==> config.mk <==
export PLATFORM = sky130hd
export DESIGN_NAME = rtype_alu_sequencer
export DESIGN_NICKNAME = d
export VERILOG_FILES = /design/src/rtl/rtype_alu_sequencer_pkg.sv /design/src/rtl/rtype_alu_sequencer_decoder.sv /design/src/rtl/rtype_alu_sequencer.sv
export SDC_FILE = /design/constraint.sdc
export NUM_CORES = 1
export LEC_CHECK = 0
export ABC_AREA = 1
export ABC_CLOCK_PERIOD_IN_PS = 1590
export CORE_MARGIN = 4
export CORE_UTILIZATION = 39
export CTS_CLUSTER_SIZE = 40
export DETAILED_ROUTE_END_ITERATION = 8
export PLACE_DENSITY = 0.9
export SYNTH_ARGS = -nofsm -noshare
export SYNTH_HDL_FRONTEND = slang
export SYNTH_HIERARCHICAL = 1
export SYNTH_SLANG_ARGS = --single-unit
==> constraint.sdc <==
create_clock -name clk -period 1.59 [get_ports clk]
set_clock_uncertainty 0.2 [all_clocks]
set_input_delay 0.318 -clock clk [delete_from_list [all_inputs] [get_ports clk]]
set_output_delay 0.318 -clock clk [all_outputs]
set_load 0.01 [all_outputs]
==> src/rtl/rtype_alu_sequencer_pkg.sv <==
// Shared definitions for the R-type sequencer: funct codes, ALU select codes,
// FSM states and instruction field positions.
package rtype_alu_sequencer_pkg;

    localparam logic [5:0] FUNCT_ADD = 6'h20;
    localparam logic [5:0] FUNCT_SUB = 6'h22;
    localparam logic [5:0] FUNCT_AND = 6'h24;
    localparam logic [5:0] FUNCT_OR  = 6'h25;

    localparam logic [1:0] ALU_ADD = 2'b00;
    localparam logic [1:0] ALU_SUB = 2'b01;
    localparam logic [1:0] ALU_AND = 2'b10;
    localparam logic [1:0] ALU_OR  = 2'b11;

    typedef enum logic [1:0] {
        ST_IDLE = 2'd0,
        ST_READ = 2'd1,
        ST_EXEC = 2'd2,
        ST_WB   = 2'd3
    } state_t;

    localparam int RS_MSB    = 25;
    localparam int RS_LSB    = 21;
    localparam int RT_MSB    = 20;
    localparam int RT_LSB    = 16;
    localparam int RD_MSB    = 15;
    localparam int RD_LSB    = 11;
    localparam int FUNCT_MSB = 5;
    localparam int FUNCT_LSB = 0;

endpackage

==> src/rtl/rtype_alu_sequencer_decoder.sv <==
// Combinational funct decoder: maps an R-type funct field to the ALU select
// and flags whether the funct is one this datapath implements.
module rtype_funct_decoder
    import rtype_alu_sequencer_pkg::*;
(
    input  logic [5:0] i_funct,
    output logic [1:0] o_s,
    output logic       o_legal
);

    always_comb begin
        o_s     = ALU_ADD;
        o_legal = 1'b0;
        case (i_funct)
            FUNCT_ADD: begin o_s = ALU_ADD; o_legal = 1'b1; end
            FUNCT_SUB: begin o_s = ALU_SUB; o_legal = 1'b1; end
            FUNCT_AND: begin o_s = ALU_AND; o_legal = 1'b1; end
            FUNCT_OR:  begin o_s = ALU_OR;  o_legal = 1'b1; end
            default:   begin o_s = ALU_ADD; o_legal = 1'b0; end
        endcase
    end

endmodule

==> src/rtl/rtype_alu_sequencer.sv <==
// Multi-cycle R-type controller: READ -> EXEC -> WB around a shared register
// file and ALU, one instruction every four cycles.
module rtype_alu_sequencer
    import rtype_alu_sequencer_pkg::*;
#(
    parameter int DATA_W = 16,
    parameter int REG_AW = 5
) (
    input  logic              clk,
    input  logic              rst,
    input  logic [31:0]       i_instr,
    input  logic              i_valid,
    output logic              o_ready,
    output logic [REG_AW-1:0] o_rs_addr,
    output logic [REG_AW-1:0] o_rt_addr,
    input  logic [DATA_W-1:0] i_rs_data,
    input  logic [DATA_W-1:0] i_rt_data,
    output logic [DATA_W-1:0] o_op1,
    output logic [DATA_W-1:0] o_op2,
    output logic [1:0]        o_s,
    input  logic [DATA_W-1:0] i_r_out,
    input  logic              i_zflag,
    output logic [REG_AW-1:0] o_wr_addr,
    output logic [DATA_W-1:0] o_wr_data,
    output logic              o_wr_en,
    output logic              o_done,
    output logic              o_err,
    output logic              o_zflag
);

    state_t              r_state;
    logic                r_ready;
    logic [REG_AW-1:0]   r_rs;
    logic [REG_AW-1:0]   r_rt;
    logic [REG_AW-1:0]   r_rd;
    logic [1:0]          r_sel;
    logic                r_legal;
    logic [DATA_W-1:0]   r_op1;
    logic [DATA_W-1:0]   r_op2;
    logic [1:0]          r_s;
    logic [REG_AW-1:0]   r_wr_addr;
    logic [DATA_W-1:0]   r_wr_data;
    logic                r_wr_en;
    logic                r_done;
    logic                r_err;
    logic                r_zflag;

    logic [5:0]          w_funct;
    logic [1:0]          w_sel;
    logic                w_legal;
    logic                w_accept;

    assign w_funct  = i_instr[FUNCT_MSB:FUNCT_LSB];
    assign w_accept = i_valid & r_ready;

    // Decode at accept time so the error pulse can be registered into READ.
    rtype_funct_decoder u_decoder (
        .i_funct (w_funct),
        .o_s     (w_sel),
        .o_legal (w_legal)
    );

    always_ff @(posedge clk) begin
        if (rst) begin
            r_state   <= ST_IDLE;
            r_ready   <= 1'b1;
            r_rs      <= '0;
            r_rt      <= '0;
            r_rd      <= '0;
            r_sel     <= ALU_ADD;
            r_legal   <= 1'b0;
            r_op1     <= '0;
            r_op2     <= '0;
            r_s       <= ALU_ADD;
            r_wr_addr <= '0;
            r_wr_data <= '0;
            r_wr_en   <= 1'b0;
            r_done    <= 1'b0;
            r_err     <= 1'b0;
            r_zflag   <= 1'b0;
        end else begin
            r_wr_en <= 1'b0;
            r_done  <= 1'b0;
            r_err   <= 1'b0;
            case (r_state)
                ST_IDLE: begin
                    if (w_accept) begin
                        r_rs    <= i_instr[RS_MSB:RS_LSB];
                        r_rt    <= i_instr[RT_MSB:RT_LSB];
                        r_rd    <= i_instr[RD_MSB:RD_LSB];
                        r_sel   <= w_sel;
                        r_legal <= w_legal;
                        r_err   <= ~w_legal;
                        r_ready <= 1'b0;
                        r_state <= ST_READ;
                    end
                end
                ST_READ: begin
                    if (r_legal) begin
                        r_op1   <= i_rs_data;
                        r_op2   <= i_rt_data;
                        r_s     <= r_sel;
                        r_state <= ST_EXEC;
                    end else begin
                        r_ready <= 1'b1;
                        r_state <= ST_IDLE;
                    end
                end
                // Result and flag are staged here so they appear during WB.
                ST_EXEC: begin
                    r_wr_addr <= r_rd;
                    r_wr_data <= i_r_out;
                    r_wr_en   <= (r_rd != '0);
                    r_done    <= 1'b1;
                    r_zflag   <= i_zflag;
                    r_state   <= ST_WB;
                end
                ST_WB: begin
                    r_ready <= 1'b1;
                    r_state <= ST_IDLE;
                end
                default: begin
                    r_ready <= 1'b1;
                    r_state <= ST_IDLE;
                end
            endcase
        end
    end

    assign o_ready   = r_ready;
    assign o_rs_addr = r_rs;
    assign o_rt_addr = r_rt;
    assign o_op1     = r_op1;
    assign o_op2     = r_op2;
    assign o_s       = r_s;
    assign o_wr_addr = r_wr_addr;
    assign o_wr_data = r_wr_data;
    assign o_wr_en   = r_wr_en;
    assign o_done    = r_done;
    assign o_err     = r_err;
    assign o_zflag   = r_zflag;

endmodule

==> impl_metrics.json <==
{
  "syn_nets": 451,
  "grt_pass1_vias": 2753,
  "cts_num_sinks": 80,
  "tightest_slew_ns": 0.343,
  "arrival_ns": 0.98,
  "path_cells": "dlygate4sd2_1",
  "rows": 31,
  "hold_path.class": "reg2reg",
  "io_buffers": 142,
  "ant_nets": 0,
  "clkPwrFrac_pct": 35.8,
  "crit_slowest_cell": "dfxtp_1",
  "dieWidth_um": 94.2,
  "final_max_slew_viol_count": 0,
  "drive_gt1_share_pct": 7.78,
  "h-tree-depth": 3,
  "clock-root-buffer": "clkbuf_8",
  "pwr-share-comb_pct": 12.3,
  "clk_pin_slew_ns": 0.08,
  "gp_congestion": 0.739,
  "cp_max_fo": 3,
  "post-dp-hpwl_mm": 6.04,
  "power.internal_mw": 3.09,
  "worst_setup_path_end_kind": "primary output",
  "viasPerCell": 4.60,
  "ys_ff_latch": 80,
  "yosys_warnings": 6,
  "dp_slack_ns": -0.167,
  "grt_max_degree": 31,
  "dieArea_um2": 8880,
  "first_pass_iters": 4,
  "grt_setup_unrepaired": "false",
  "avgSynthCellArea_um2": 7.90,
  "cp.required_ns": 1.07,
  "cpLargestDelayFamily": "flip-flops",
  "cts_max_path_buffers": 2,
  "p_leak_nw": 2.04,
  "utilization_pct": 62.8,
  "drc": 0,
  "drt_iter0_drc": 87,
  "outcome": "complete, no violations",
  "layout_commonest_cell": "nor2_1",
  "highest_layer": "met4",
  "period_minus_slack_ns": 1.50,
  "timing.final.ws_setup_ns": 0.0891,
  "ff_latch_area_um2": 1600,
  "cts_tree": "yes",
  "routedWlPerCell_um": 13.3,
  "postLayoutCellArea_um2": 4560,
  "synth_cell_types": 21,
  "dr_wl_met3_um": 526,
  "max_freq_mhz": 666,
  "finalHoldViolations": 0,
  "drt-met1-wl_mm": 3.27,
  "syn_area_um2": 2900,
  "critical_path_class": "reg2out",
  "synthTopCellsByArea": "dfxtp_1 55%, nor2_1 15%, o21ai_0 7.6%",
  "relSlewSlack_pct": 77.1,
  "overflow": 0,
  "fp.dieH_um": 94.2,
  "grt_util_all_layers_pct": 18.5,
  "vias": 2819,
  "multiInputGateArea_um2": 1100,
  "diodes": 0,
  "num-fill-cells": 671,
  "critPathLaunchType": "flip-flop",
  "clkLatencyLatePin_ns": 0.33,
  "nNetsFinal": 594,
  "synth_top_area_share_pct": 55.2,
  "met2_length_mm": 4.24,
  "swShare_pct": 22.7,
  "cellPowerDensity_nw_per_um2": 878,
  "finalCritPeriodShare_pct": 94.4,
  "switchingPower_mw": 0.907,
  "grt_pass1_wl_mm": 12.9,
  "setup_viol": 0,
  "drt_wl_total_mm": 8.13,
  "peakVddDrop_uv": 690,
  "pin_count": 154,
  "slowest_delay_ns": 0.37,
  "hold_buffers": 0,
  "layout-area-overhead-vs-synth_pct": 57.2,
  "cts_buffers": 9,
  "placed_area_um2": 4450,
  "cap_viol_max_count": 0,
  "synth_area_leader_cell": "dfxtp_1",
  "core_um2": 7250,
  "start_util_pct": 40.0,
  "syn_inst": 367,
  "antenna_found_initial": 0,
  "final_cell_mix": "119 x nor2_1, 80 x dfxtp_1, 72 x clkdlybuf4s50_1",
  "yosysSeqAreaShare_pct": 55.2,
  "seq_power_share_pct": 52.0,
  "post_cts_buffers": 0,
  "critPathBufInv": 1
}
metal layers:
layer | track usage [%] | up-vias
met5 | 0 | -
met4 | 7.34 | 0
met3 | 4.25 | 8
met2 | 32.5 | 93
met1 | 21.6 | 1255
li1 | - | 1463
worst paths after layout:
path,start,cells after the start,end,slack (ns)
setup / recovery,o_ready$_SDFFE_PP1P_,1,o_ready,0.09
hold reg to reg,o_rt_addr[0]$_SDFFE_PP0P_,2,o_rt_addr[0]$_SDFFE_PP0P_,0.26
setup reg to reg,r_state[0]$_SDFFE_PP0P_,4,o_op2[5]$_SDFFE_PP0P_,0.19
hold / removal,o_rt_addr[0]$_SDFFE_PP0P_,2,o_rt_addr[0]$_SDFFE_PP0P_,0.26
power groups by stage:
stage | Sequential [mW] | Clock (mW) | Combinational [mW]
after detailed placement | 2.13 | 0 | 0.513
after global routing | 2.08 | 1.58 | 0.542
after global placement | 2.12 | 0 | 0.501
after floorplan | 2.14 | 0 | 0.191
after CTS | 2.08 | 1.47 | 0.494
final | 2.08 | 1.43 | 0.491
cell usage after synthesis:
| cell type | n |
|---|---|
| o21ai_1 | 13 |
| inv_2 | 7 |
| dfxtp_1 | 80 |
| buf_4 | 4 |
| nand2_4 | 1 |
| inv_1 | 5 |
| nor2_4 | 1 |
| buf_8 | 1 |
| nand2_2 | 1 |
| nor2_2 | 2 |
| clkbuf_2 | 1 |
| nor2_1 | 119 |
| o21ai_0 | 44 |
| buf_6 | 4 |
| nand3_2 | 1 |
| nand2_1 | 26 |
| clkbuf_1 | 7 |
| buf_2 | 6 |
| nor3_1 | 1 |
| a21oi_1 | 20 |
| nand3_1 | 23 |
cell families after synthesis:
logic type             synth area share [%]
AND/OR/NAND/NOR                        24.7
buffers and inverters                  6.78
flip-flops                             55.2
AO/OA/AOI/OAI                          13.3
stage by stage:
step	cells	hold WS (ns)	power [mW]	setup TNS [ns]
floorplan	367	0.195	2.33	0
global placement	597	0.246	2.63	-2.48
detailed placement	597	0.253	2.64	-2.88
CTS	612	0.263	4.05	0
global route	613	0.298	4.20	0
finish	613	0.258	4.00	0
sequential cells by signal (all words and copies together) (netlist names), named ones only:
register   count
o_zflag        1
o_wr_data     16
o_err          1
o_ready        1
r_state        1
o_rs_addr      5
r_rd           5
o_s            2
o_wr_addr      5
r_legal        1
o_rt_addr      5
o_wr_en        1
o_done         1
o_op1         16
o_op2         16
r_sel          2
cell type report:
| class | instances | area share (%) |
|---|---|---|
| Clock buffer | 12 | 3.19 |
| Sequential cell | 80 | 35.1 |
| Tap cell | 99 | 2.72 |
| Clock inverter | 3 | 0.934 |
| Inverter | 12 | 1.07 |
| Multi-Input combinational cell | 252 | 24.2 |
| Timing Repair inverter | 1 | 0.165 |
| Timing Repair Buffer | 154 | 32.6 |
repair_timing:
| item | in CTS | in global routing |
|---|---|---|
| gates resized for setup | 70 | 2 |
| setup endpoints to repair | 70 | 11 |
| cloned | 0 | 1 |
Note: power is estimated with default switching activity, not from simulation.
